<file path="src/rtl/hazard_flush_controller_pkg.sv">
// -----------------------------------------------------------------------------
// hazard_flush_controller_pkg
//   Definitions shared by the pipeline hazard/flush controller and its shadow
//   stage registers:
//     - rsel_e      : PC mux select encodings (RSEL_SEQ/ID/EX/JR)
//     - ex_flags_t  : control record carried by the EX shadow stage
//     - mem_flags_t : control record carried by the MEM shadow stage
//   The destination register field is kept outside the records so its width
//   can follow the REG_AW parameter of the instantiating module.
// -----------------------------------------------------------------------------
package hazard_flush_controller_pkg;

  localparam int RSEL_W = 2;

  typedef enum logic [RSEL_W-1:0] {
    RSEL_SEQ = 2'd0,  // PC + 4
    RSEL_ID  = 2'd1,  // target computed in ID (j/jal/predicted-taken beq)
    RSEL_EX  = 2'd2,  // correction after a branch mispredict in EX
    RSEL_JR  = 2'd3   // jr through rs
  } rsel_e;

  typedef struct packed {
    logic valid;
    logic regwrite;
    logic memread;
    logic branch;
    logic pred;      // 1 = predicted taken
  } ex_flags_t;

  // Branches are resolved in EX, so the MEM copy only keeps what a later
  // dependency check can still use.
  typedef struct packed {
    logic valid;
    logic regwrite;
    logic memread;
  } mem_flags_t;

endpackage

</file>
<file path="src/rtl/hazard_flush_controller_shadow_pipe.sv">
// -----------------------------------------------------------------------------
// hazard_shadow_pipe
//   Shadow copy of the EX and MEM stage control state. Every edge the MEM copy
//   takes the EX copy and the EX copy takes the ID-stage decode; a bubble or
//   an invalid ID slot loads an invalid EX entry. Reset clears both stages.
// Ports:
//   CLK, Reset            clock, synchronous active-high reset
//   bubble                ID/EX is loaded with a nop on this edge
//   id_valid/id_dest/...  decode of the instruction in ID
//   id_pred               static prediction (taken) for a branch in ID
//   ex_flags, ex_dest     EX shadow stage
//   mem_flags, mem_dest   MEM shadow stage
// -----------------------------------------------------------------------------
module hazard_shadow_pipe
  import hazard_flush_controller_pkg::*;
#(
  parameter int REG_AW = 5
) (
  input  logic              CLK,
  input  logic              Reset,
  input  logic              bubble,
  input  logic              id_valid,
  input  logic [REG_AW-1:0] id_dest,
  input  logic              id_regwrite,
  input  logic              id_memread,
  input  logic              id_branch,
  input  logic              id_pred,
  output ex_flags_t         ex_flags,
  output logic [REG_AW-1:0] ex_dest,
  output mem_flags_t        mem_flags,
  output logic [REG_AW-1:0] mem_dest
);

  ex_flags_t         ex_flags_d, ex_flags_q;
  mem_flags_t        mem_flags_d, mem_flags_q;
  logic [REG_AW-1:0] ex_dest_d, ex_dest_q;
  logic [REG_AW-1:0] mem_dest_d, mem_dest_q;

  always_comb begin
    ex_flags_d.valid    = id_valid & ~bubble;
    ex_flags_d.regwrite = id_regwrite;
    ex_flags_d.memread  = id_memread;
    ex_flags_d.branch   = id_branch;
    ex_flags_d.pred     = id_pred;
    ex_dest_d           = id_dest;

    mem_flags_d.valid    = ex_flags_q.valid;
    mem_flags_d.regwrite = ex_flags_q.regwrite;
    mem_flags_d.memread  = ex_flags_q.memread;
    mem_dest_d           = ex_dest_q;
  end

  always_ff @(posedge CLK) begin
    if (Reset) begin
      ex_flags_q  <= '0;
      ex_dest_q   <= '0;
      mem_flags_q <= '0;
      mem_dest_q  <= '0;
    end else begin
      ex_flags_q  <= ex_flags_d;
      ex_dest_q   <= ex_dest_d;
      mem_flags_q <= mem_flags_d;
      mem_dest_q  <= mem_dest_d;
    end
  end

  assign ex_flags  = ex_flags_q;
  assign ex_dest   = ex_dest_q;
  assign mem_flags = mem_flags_q;
  assign mem_dest  = mem_dest_q;

endmodule

</file>
<file path="src/rtl/hazard_flush_controller.sv">
// -----------------------------------------------------------------------------
// hazard_flush_controller
//   Decides stall, bubble, flush and PC redirect for a 5-stage pipeline each
//   cycle. Static prediction: backward beq predicted taken (redirected in ID),
//   forward beq not taken; every branch is resolved in EX against ex_cond.
//   Priority (high to low): Reset, EX mispredict, load-use stall, jr wait
//   stall, ID redirect (jr / j / predicted-taken beq), sequential.
// Ports:
//   CLK, Reset                  clock, synchronous active-high reset
//   id_*                        decode of the instruction in ID
//   ex_cond                     branch outcome (ALU zero) for the EX branch
//   pc_write, ifid_write        PC / IF/ID load enables
//   ifid_flush, idex_bubble     IF/ID cleared / ID/EX loaded with nop
//   redirect_sel                PC mux select (rsel_e)
//   mispredict                  EX outcome differs from prediction
//   stall_cnt, flush_cnt,       saturating statistics counters, present
//   mispred_cnt                 only when HAZARD_STATS_EN is defined
// -----------------------------------------------------------------------------
module hazard_flush_controller
  import hazard_flush_controller_pkg::*;
#(
  parameter int REG_AW = 5,
  parameter int STAT_W = 32
) (
  input  logic              CLK,
  input  logic              Reset,
  input  logic              id_valid,
  input  logic [REG_AW-1:0] id_rs,
  input  logic [REG_AW-1:0] id_rt,
  input  logic              id_uses_rs,
  input  logic              id_uses_rt,
  input  logic [REG_AW-1:0] id_dest,
  input  logic              id_regwrite,
  input  logic              id_memread,
  input  logic              id_jump,
  input  logic              id_jr,
  input  logic              id_branch,
  input  logic              id_backward,
  input  logic              ex_cond,
  output logic              pc_write,
  output logic              ifid_write,
  output logic              ifid_flush,
  output logic              idex_bubble,
  output logic [1:0]        redirect_sel,
  output logic              mispredict
`ifdef HAZARD_STATS_EN
  ,
  output logic [STAT_W-1:0] stall_cnt,
  output logic [STAT_W-1:0] flush_cnt,
  output logic [STAT_W-1:0] mispred_cnt
`endif
);

  if (REG_AW < 1 || STAT_W < 1) begin : g_bad_param
    $error("hazard_flush_controller: REG_AW and STAT_W must be positive");
  end

  ex_flags_t         ex_flags;
  mem_flags_t        mem_flags;
  logic [REG_AW-1:0] ex_dest, mem_dest;

  hazard_shadow_pipe #(.REG_AW(REG_AW)) u_shadow (
    .CLK         (CLK),
    .Reset       (Reset),
    .bubble      (idex_bubble),
    .id_valid    (id_valid),
    .id_dest     (id_dest),
    .id_regwrite (id_regwrite),
    .id_memread  (id_memread),
    .id_branch   (id_branch),
    .id_pred     (id_branch & id_backward),
    .ex_flags    (ex_flags),
    .ex_dest     (ex_dest),
    .mem_flags   (mem_flags),
    .mem_dest    (mem_dest)
  );

  logic mispred_hit, ex_load, load_use_hit, jr_ex_hit, jr_mem_hit, jr_wait_hit;
  logic stall_evt, flush_evt;
  rsel_e sel;

  assign mispred_hit  = ex_flags.valid & ex_flags.branch & (ex_cond != ex_flags.pred);
  // A load in EX with a non-zero destination is the only load-use source.
  assign ex_load      = ex_flags.valid & ex_flags.memread & ex_flags.regwrite & (ex_dest != '0);
  assign load_use_hit = id_valid & ex_load &
                        ((id_uses_rs & (id_rs == ex_dest)) | (id_uses_rt & (id_rt == ex_dest)));
  // jr reads rs in ID, so it waits for any producer in EX and for a load in MEM.
  assign jr_ex_hit    = ex_flags.valid & ex_flags.regwrite & (ex_dest != '0) & (id_rs == ex_dest);
  assign jr_mem_hit   = mem_flags.valid & mem_flags.memread & mem_flags.regwrite &
                        (mem_dest != '0) & (id_rs == mem_dest);
  assign jr_wait_hit  = id_valid & id_jr & (jr_ex_hit | jr_mem_hit);

  always_comb begin
    pc_write    = 1'b1;
    ifid_write  = 1'b1;
    ifid_flush  = 1'b0;
    idex_bubble = 1'b0;
    sel         = RSEL_SEQ;
    mispredict  = 1'b0;
    stall_evt   = 1'b0;
    flush_evt   = 1'b0;
    if (Reset) begin
      pc_write    = 1'b0;
      ifid_write  = 1'b0;
      ifid_flush  = 1'b1;
      idex_bubble = 1'b1;
    end else if (mispred_hit) begin
      // Whatever sits in ID is on the wrong path and is discarded.
      mispredict  = 1'b1;
      sel         = RSEL_EX;
      ifid_flush  = 1'b1;
      idex_bubble = 1'b1;
      flush_evt   = 1'b1;
    end else if (load_use_hit || jr_wait_hit) begin
      pc_write    = 1'b0;
      ifid_write  = 1'b0;
      idex_bubble = 1'b1;
      stall_evt   = 1'b1;
    end else if (id_valid && id_jr) begin
      sel        = RSEL_JR;
      ifid_flush = 1'b1;
      flush_evt  = 1'b1;
    end else if (id_valid && (id_jump || (id_branch && id_backward))) begin
      sel        = RSEL_ID;
      ifid_flush = 1'b1;
      flush_evt  = 1'b1;
    end
  end

  assign redirect_sel = sel;

`ifdef HAZARD_STATS_EN
  logic [STAT_W-1:0] stall_cnt_d, stall_cnt_q;
  logic [STAT_W-1:0] flush_cnt_d, flush_cnt_q;
  logic [STAT_W-1:0] mispred_cnt_d, mispred_cnt_q;

  always_comb begin
    stall_cnt_d   = stall_cnt_q;
    flush_cnt_d   = flush_cnt_q;
    mispred_cnt_d = mispred_cnt_q;
    if (stall_evt && (stall_cnt_q != '1))     stall_cnt_d   = stall_cnt_q + 1'b1;
    if (flush_evt && (flush_cnt_q != '1))     flush_cnt_d   = flush_cnt_q + 1'b1;
    if (mispredict && (mispred_cnt_q != '1))  mispred_cnt_d = mispred_cnt_q + 1'b1;
  end

  always_ff @(posedge CLK) begin
    if (Reset) begin
      stall_cnt_q   <= '0;
      flush_cnt_q   <= '0;
      mispred_cnt_q <= '0;
    end else begin
      stall_cnt_q   <= stall_cnt_d;
      flush_cnt_q   <= flush_cnt_d;
      mispred_cnt_q <= mispred_cnt_d;
    end
  end

  assign stall_cnt   = stall_cnt_q;
  assign flush_cnt   = flush_cnt_q;
  assign mispred_cnt = mispred_cnt_q;
`else
  logic unused_evt;
  assign unused_evt = stall_evt ^ flush_evt;
`endif

endmodule

</file>
<file path="config.mk">
export PLATFORM = sky130hd
export DESIGN_NAME = hazard_flush_controller
export DESIGN_NICKNAME = d
export VERILOG_FILES = /design/src/rtl/hazard_flush_controller_pkg.sv /design/src/rtl/hazard_flush_controller_shadow_pipe.sv /design/src/rtl/hazard_flush_controller.sv
export SDC_FILE = /design/constraint.sdc
export NUM_CORES = 1
export LEC_CHECK = 0
export CAP_MARGIN = 0
export CORE_MARGIN = 4
export CORE_UTILIZATION = 40
export CTS_BUF_LIST = sky130_fd_sc_hd__clkbuf_4 sky130_fd_sc_hd__clkbuf_8
export DETAILED_ROUTE_END_ITERATION = 10
export GPL_TIMING_DRIVEN = 0
export PLACE_DENSITY_LB_ADDON = 0.05
export SLEW_MARGIN = 10
export SYNTH_ARGS = -nofsm -noshare
export SYNTH_HDL_FRONTEND = slang
export SYNTH_SLANG_ARGS = --single-unit
</file>
<file path="constraint.sdc">
create_clock -name CLK -period 2.7 [get_ports CLK]
set_input_delay 0.54 -clock CLK [delete_from_list [all_inputs] [get_ports CLK]]
set_output_delay 0.54 -clock CLK [all_outputs]
set_load 0.03 [all_outputs]
</file>
==> flow_summary.yaml, run 1 <==
flow_run:
  drv_cap: 0
worst_setup_path:
  startpoint_type: "register"
  r2r_end: "u_shadow.ex_flags[4]"
  critical-path-top-delay-family: "simple AND/OR/NAND/NOR gates"
  crit_path_frequent_cell: "or4_4"
  path_buf_inv: 1
  path_class: "reg2out"
  r2r-start: "u_shadow.ex_dest[2]"
  crit_chain: "or4_4, nor2_4, or3_4, a21oi_4, or4_4, buf_6"
  r2r_cells: 6
  cp.required_ps: 2160
  arrival_ps: 2190
  crit_path_end_kind: "output port"
  max_stage_delay_ps: 540
  worstSetupStartpoint: "u_shadow.ex_dest[2]"
  cp_max_fo: 5
  r2r_slack_ps: 1040
  cp_slowest_cell: "or4_4"
timing:
  rsz0062_at_grt: "yes"
  fin_tns_setup_ps: -31.5
  post-route-worst-setup-slack_ps: -31.5
  setup_viol: 1
  fmax_mhz: 366
  worstMarginPinSlew_ps: 417
  fin_crit_ps: 2730
  drv_slew: 0
  relSlewSlack_pct: 72.2
  period_share_pct: 101
  whs_ps: 476
  hold_violations: 0
  fin_skew_ps: 3.68
floorplanning:
  die_w_um: 54.2
  io_pins: 34
  die_h_um: 54.2
  start_util_pct: 42.6
  die_area_sq_mm: 0.00294
  rows: 16
  core-area_sq_mm: 0.00200
drt:
  dr.pass1.iters: 4
  top_layer_used: "met4"
  vias: 822
  drt-initial-drc-count: 8
  ant_nets: 0
  wl_met2_um: 998
  remaining_drc_errors: 0
  wl_met1_um: 992
  dr_wl_met3_um: 139
  via_per_inst: 5.01
  wire_per_inst_um: 13.2
  wl_um: 2170
yosys:
  synth-seq-area-share_pct: 42.2
  post_synth_instance_area_sq_um: 853
  syn_nets: 121
  synthMuxAreaShare_pct: 0
  yosys_register_bits: 18
  synth_cells: 94
  yosysWarnings: 0
  synth-simple-area-share_pct: 33.7
  synth_top_family_by_area: "simple AND/OR/NAND/NOR gates"
  yosysUniqueCellTypes: 32
  synthAdderAreaFrac_pct: 0
  synth_xor_area_share_pct: 13.3
  syn_avg_cell_area_sq_um: 9.08
  synth_compound_area_share_pct: 8.06
placed_design:
  port_buffers: 33
  hpwl_um: 1550
  routabilityCongestion: 0.836
cts:
  cts.sinks: 18
  cts_tree: "done"
  root_buffer: "clkbuf_4"
  numCtsBuffers: 3
  h-tree-depth: 1
  clk_path_buf_depth: 2
  clk_pin_slew_ps: 90
  hold_buffers: 0
  clock_latency_ps: 290
outcome:
  violations: "negative setup slack"
  status: "finished with violations"
power_and_ir_drop:
  ir_drop_uv: 298
  leakage_nw: 0.613
  power-per-cell-area_mw_per_mm2: 400
  fin_total_pwr_uw: 541
cells_and_area:
  antennaDiodeCount: 0
  layout_commonest_cell: "clkdlybuf4s50_1"
  area_delta_synth_final_pct: 58.5
  fin_nets: 166
  layout-drive-gt1-share_pct: 25.5
  layout_common_cells: "17 x clkdlybuf4s50_1, 16 x dfxtp_1, 15 x nor2b_1, 11 x xor2_1, 8 x buf_4"
global_routing:
  grt_pass1_vias: 712
  grt_max_degree: 11
  antenna_found_initial: 0
  grt_pass1_wl_um: 2980
  overflow: 0
  track_usage_pct: 14.1
hold_path:
  hold_path_depth: 1
  hold_end: "u_shadow.mem_flags[1]"
  hold_start: "u_shadow.ex_flags[3]"
  worstHoldPathType: "reg2reg"
## cells in the mapped netlist
cell / count / area share (%)
and3_1: 1 / 0.73
o21ai_1: 1 / 0.59
nor4_1: 3 / 2.2
o31ai_1: 1 / 0.88
nand3_1: 5 / 2.9
nor4b_1: 1 / 1.0
or4_1: 1 / 0.88
o22ai_1: 1 / 0.73
a21oi_2: 1 / 1.0
nand4_1: 1 / 0.73
a211o_1: 1 / 1.0
or4_4: 1 / 1.3
nand4b_1: 1 / 1.0
nor2b_1: 15 / 11
clkbuf_1: 2 / 0.88
a221oi_1: 1 / 1.0
inv_1: 2 / 0.88
nand2_2: 1 / 0.73
dfxtp_1: 18 / 42
nand2_1: 6 / 2.6
or3_2: 1 / 0.88
nor3_1: 3 / 1.8
o221a_2: 1 / 1.3
nor2_1: 6 / 2.6
o21ai_0: 1 / 0.59
xnor2_1: 2 / 2.1
a211oi_1: 1 / 0.88
nand4b_2: 1 / 1.8
or2_2: 1 / 0.73
xor2_1: 11 / 11
buf_4: 1 / 0.88
and2_1: 1 / 0.73
## logic make-up after synthesis
logic type | count (synthesis)
buffers and inverters | 5
and+or+nand+nor | 49
xor gates and xnor gates | 13
DFF | 18
AOI/OAI and AO/OA | 9
## how the worst max path moves through the flow
stage / end / slack (ps) / cells after the start
3_5_place_dp: idex_bubble / -720 / 7
4_1_cts: idex_bubble / -60 / 6
3_3_place_gp: idex_bubble / -680 / 7
5_1_grt: idex_bubble / -80 / 6
6_report: idex_bubble / -30 / 6
2_1_floorplan: ifid_flush / 240 / 5
## per-layer routing
| metal | track usage (%) | vias up |
|---|---|---|
| met3 | 3.32 | 5 |
| met2 | 21.3 | 25 |
| met5 | 0 | - |
| met1 | 18.2 | 377 |
| met4 | 7.47 | 0 |
| li1 | - | 415 |
## worst reg2reg max path, cell delays in order, from the launching register on
cell	delay, ps
dfxtp_4	360
buf_4	130
xor2_1	160
a221oi_2	240
nand4b_1	260
a21oi_4	300
nor3_1	90
## metrics by stage
stage	cell area, sq um	cells	setup slack [ps]	util (%)
6_report	1350	164	-31.5	67.6
2_1_floorplan	865	94	239	-
4_1_cts	1260	158	-63.8	62.9
3_5_place_dp	1230	154	-721	61.4
3_3_place_gp	1230	154	-682	61.4
5_1_grt	1350	164	-77.1	67.6
## flip-flops by register name, summed over array words and instances, names as in the netlist
name                flops
u_shadow.mem_flags      3
u_shadow.ex_flags       5
u_shadow.mem_dest       5
u_shadow.ex_dest        5
## what timing repair did
item | CTS | global route
endpoints found under the hold margin | 0 | 0
setup buffers | 1 | 6
resized for setup | 48 | 14
cloned | 0 | 0
pin swaps | 7 | 7
endpoints found under the setup margin | 7 | 4
## power by group
part / internal [mW] / switching (mW) / total (mW)
combinational: 0.0709 / 0.0546 / 0.125
clock: 0.0519 / 0.0766 / 0.128
sequential: 0.277 / 0.00971 / 0.287
total: 0.400 / 0.141 / 0.541
## cell type report
class / count / area (sq um)
fill: 170 / 649
multi-input combinational: 71 / 541
tap: 27 / 33.8
inverter: 2 / 7.51
clock buffer: 3 / 22.5
sequential: 18 / 368
buffer: 3 / 16.3
timing repair buffer: 40 / 364
(Power assumes the default switching activity.)
==> run 2, diff against run 1 <==
--- a/config.mk
+++ b/config.mk
@@ -5,12 +5,14 @@
 export SDC_FILE = /design/constraint.sdc
 export NUM_CORES = 1
 export LEC_CHECK = 0
+export ABC_CLOCK_PERIOD_IN_PS = 2700
 export CAP_MARGIN = 0
 export CORE_MARGIN = 4
 export CORE_UTILIZATION = 40
 export CTS_BUF_LIST = sky130_fd_sc_hd__clkbuf_4 sky130_fd_sc_hd__clkbuf_8
 export DETAILED_ROUTE_END_ITERATION = 10
 export GPL_TIMING_DRIVEN = 0
+export HOLD_SLACK_MARGIN = 0.12
 export PLACE_DENSITY_LB_ADDON = 0.05
 export SLEW_MARGIN = 10
 export SYNTH_ARGS = -nofsm -noshare
==> results of run 2 <==
Final layout, timing and power as in run 1 (identical DEF).
==> run 3, diff against run 2 <==
--- a/config.mk
+++ b/config.mk
@@ -7,9 +7,10 @@
 export LEC_CHECK = 0
 export ABC_CLOCK_PERIOD_IN_PS = 2700
 export CAP_MARGIN = 0
-export CORE_MARGIN = 4
+export CORE_MARGIN = 1
 export CORE_UTILIZATION = 40
 export CTS_BUF_LIST = sky130_fd_sc_hd__clkbuf_4 sky130_fd_sc_hd__clkbuf_8
+export CTS_CLUSTER_SIZE = 30
 export DETAILED_ROUTE_END_ITERATION = 10
 export GPL_TIMING_DRIVEN = 0
 export HOLD_SLACK_MARGIN = 0.12
==> run 3 against run 2 <==
Compared with the run above: the run still ends with negative setup slack left; register-to-register slack improved by 60 ps; cell count decreased by 3.0%; utilization decreased by 0.77 points; flip-flop and latch count unchanged; critical path depth unchanged; sequential share of layout area increased by 0.40 points; clock skew decreased by 1.0 ps; worst setup slack improved by 23 ps; global-route usage increased by 4.0 points.
==> flow_summary.yaml, run 3 (synthesized netlist as in run 1, its figures left out) <==
outcome:
  status: "finished with violations"
  violations: "negative setup slack"
timing:
  fin_crit_ps: 2710
  fmax_mhz: 369
  post-route-worst-setup-slack_ps: -8.52
  whs_ps: 478
  fin_skew_ps: 2.68
  relSlewSlack_pct: 73.1
  period_share_pct: 100
  rsz0062_at_grt: "yes"
  setup_viol: 1
  worstMarginPinSlew_ps: 403
  hold_violations: 0
  drv_slew: 0
cells_and_area:
  area_delta_synth_final_pct: 55.1
  fin_nets: 160
  fin_area_sq_mm: 0.00132
  multiInputGateArea_sq_um: 541
  layout-drive-gt1-share_pct: 22.7
  antennaDiodeCount: 0
  layout_common_cells: "16 x clkdlybuf4s50_1, 16 x dfxtp_1, 15 x nor2b_1, 11 x xor2_1, 7 x dlygate4sd2_1"
  fillers: 151
  seq_area_sq_um: 365
global_routing:
  track_usage_pct: 18.1
  antenna_found_initial: 0
  grt_pass1_vias: 689
  overflow: 0
  grt_pass1_wl_um: 2830
  grt_max_degree: 11
hold_path:
  worstHoldPathType: "reg2reg"
  hold_path_depth: 1
cts:
  cts.sinks: 18
  hold_buffers: 0
  clk_pin_slew_ps: 100
  numCtsBuffers: 3
  root_buffer: "clkbuf_4"
  clk_path_buf_depth: 2
  cts_tree: "done"
  h-tree-depth: 1
  clock_latency_ps: 290
drt:
  ant_nets: 0
  vias: 792
  remaining_drc_errors: 0
  wire_per_inst_um: 11.5
  drt-initial-drc-count: 6
  wl_um: 1820
  via_per_inst: 4.98
  dr.pass1.iters: 4
power_and_ir_drop:
  ir_drop_uv: 336
  leakage_nw: 0.597
  power-per-cell-area_mw_per_mm2: 430
placed_design:
  hpwl_um: 1460
  placed_area_sq_mm: 0.00123
  port_buffers: 33
  routabilityCongestion: 0.775
  pre_cts_slack_ps: -633
floorplanning:
  start_util_pct: 43.1
  io_pins: 34
  die_area_sq_mm: 0.00232
  die_w_um: 48.2
  core-area_sq_mm: 0.00198
  die_h_um: 48.2
  rows: 16
worst_setup_path:
  r2r_cells: 6
  startpoint_type: "register"
  path_class: "reg2out"
  crit_path_end_kind: "output port"
  arrival_ps: 2170
  cp.required_ps: 2160
  cp_max_fo: 5
flow_run:
  drv_cap: 0
## run 3: cell types whose count changed in the layout (fill, tap and decap cells not counted)
cell	before	now
buf_2	4	3
buf_4	8	3
clkbuf_8	0	1
clkdlybuf4s50_1	17	16
dfxtp_2	0	1
dfxtp_4	2	1
dlymetal6s2s_1	3	4
## run 3: per-layer routing
layer	GRT usage [%]	share of wire, %	vias up
met4	6.67	0.82	0
met3	4.81	5.0	2
met2	29.6	49	26
met1	22.7	45	365
met5	0	0	-
li1	-	-	399
## run 3: layout make-up
cell class	count	area share, %
Multi-Input combinational cell	71	40.8
Sequential cell	18	27.6
Timing Repair Buffer	35	25.0
Clock buffer	4	2.74
Tap cell	27	2.55
Buffer	2	0.662
Inverter	2	0.567
## run 3: critical path, cell delays in order (launching register included)
cell     delay (ps)
dfxtp_4         360
or4_4           540
nor2_4          120
or3_4           150
a21oi_4          40
or4_4           520
buf_6           150
## run 3: per-stage QoR
stage	power, mW	TNS, ps	instances	util, %
after floorplan	0.348	0	94	-
after global placement	0.407	-3190	154	62.0
after detailed placement	0.409	-3320	154	62.0
after CTS	0.567	-20.1	157	63.8
after global routing	0.600	-71.1	159	66.8
final	0.570	-8.52	159	66.8
## run 3: what timing repair did
item                                   CTS  global route
endpoints found under the hold margin    0             0
setup endpoints to repair                7             6
pin swaps                                6             8
resized for setup                       47            16
setup buffers                            0             2
## run 3: path summary, 6_finish.rpt
path                   startpoint  slack [ps]                    end
max           u_shadow.ex_dest[1]          -9            idex_bubble
min          u_shadow.ex_flags[2]         480  u_shadow.mem_flags[0]
min reg2reg  u_shadow.ex_flags[2]         480  u_shadow.mem_flags[0]
max reg2reg   u_shadow.ex_dest[1]        1100   u_shadow.ex_flags[4]
## run 3: report_power, final
part | internal, mW | switching (mW)
Sequential | 0.278 | 0.00969
Combinational | 0.0667 | 0.0513
Clock | 0.0821 | 0.0820
Total | 0.427 | 0.143
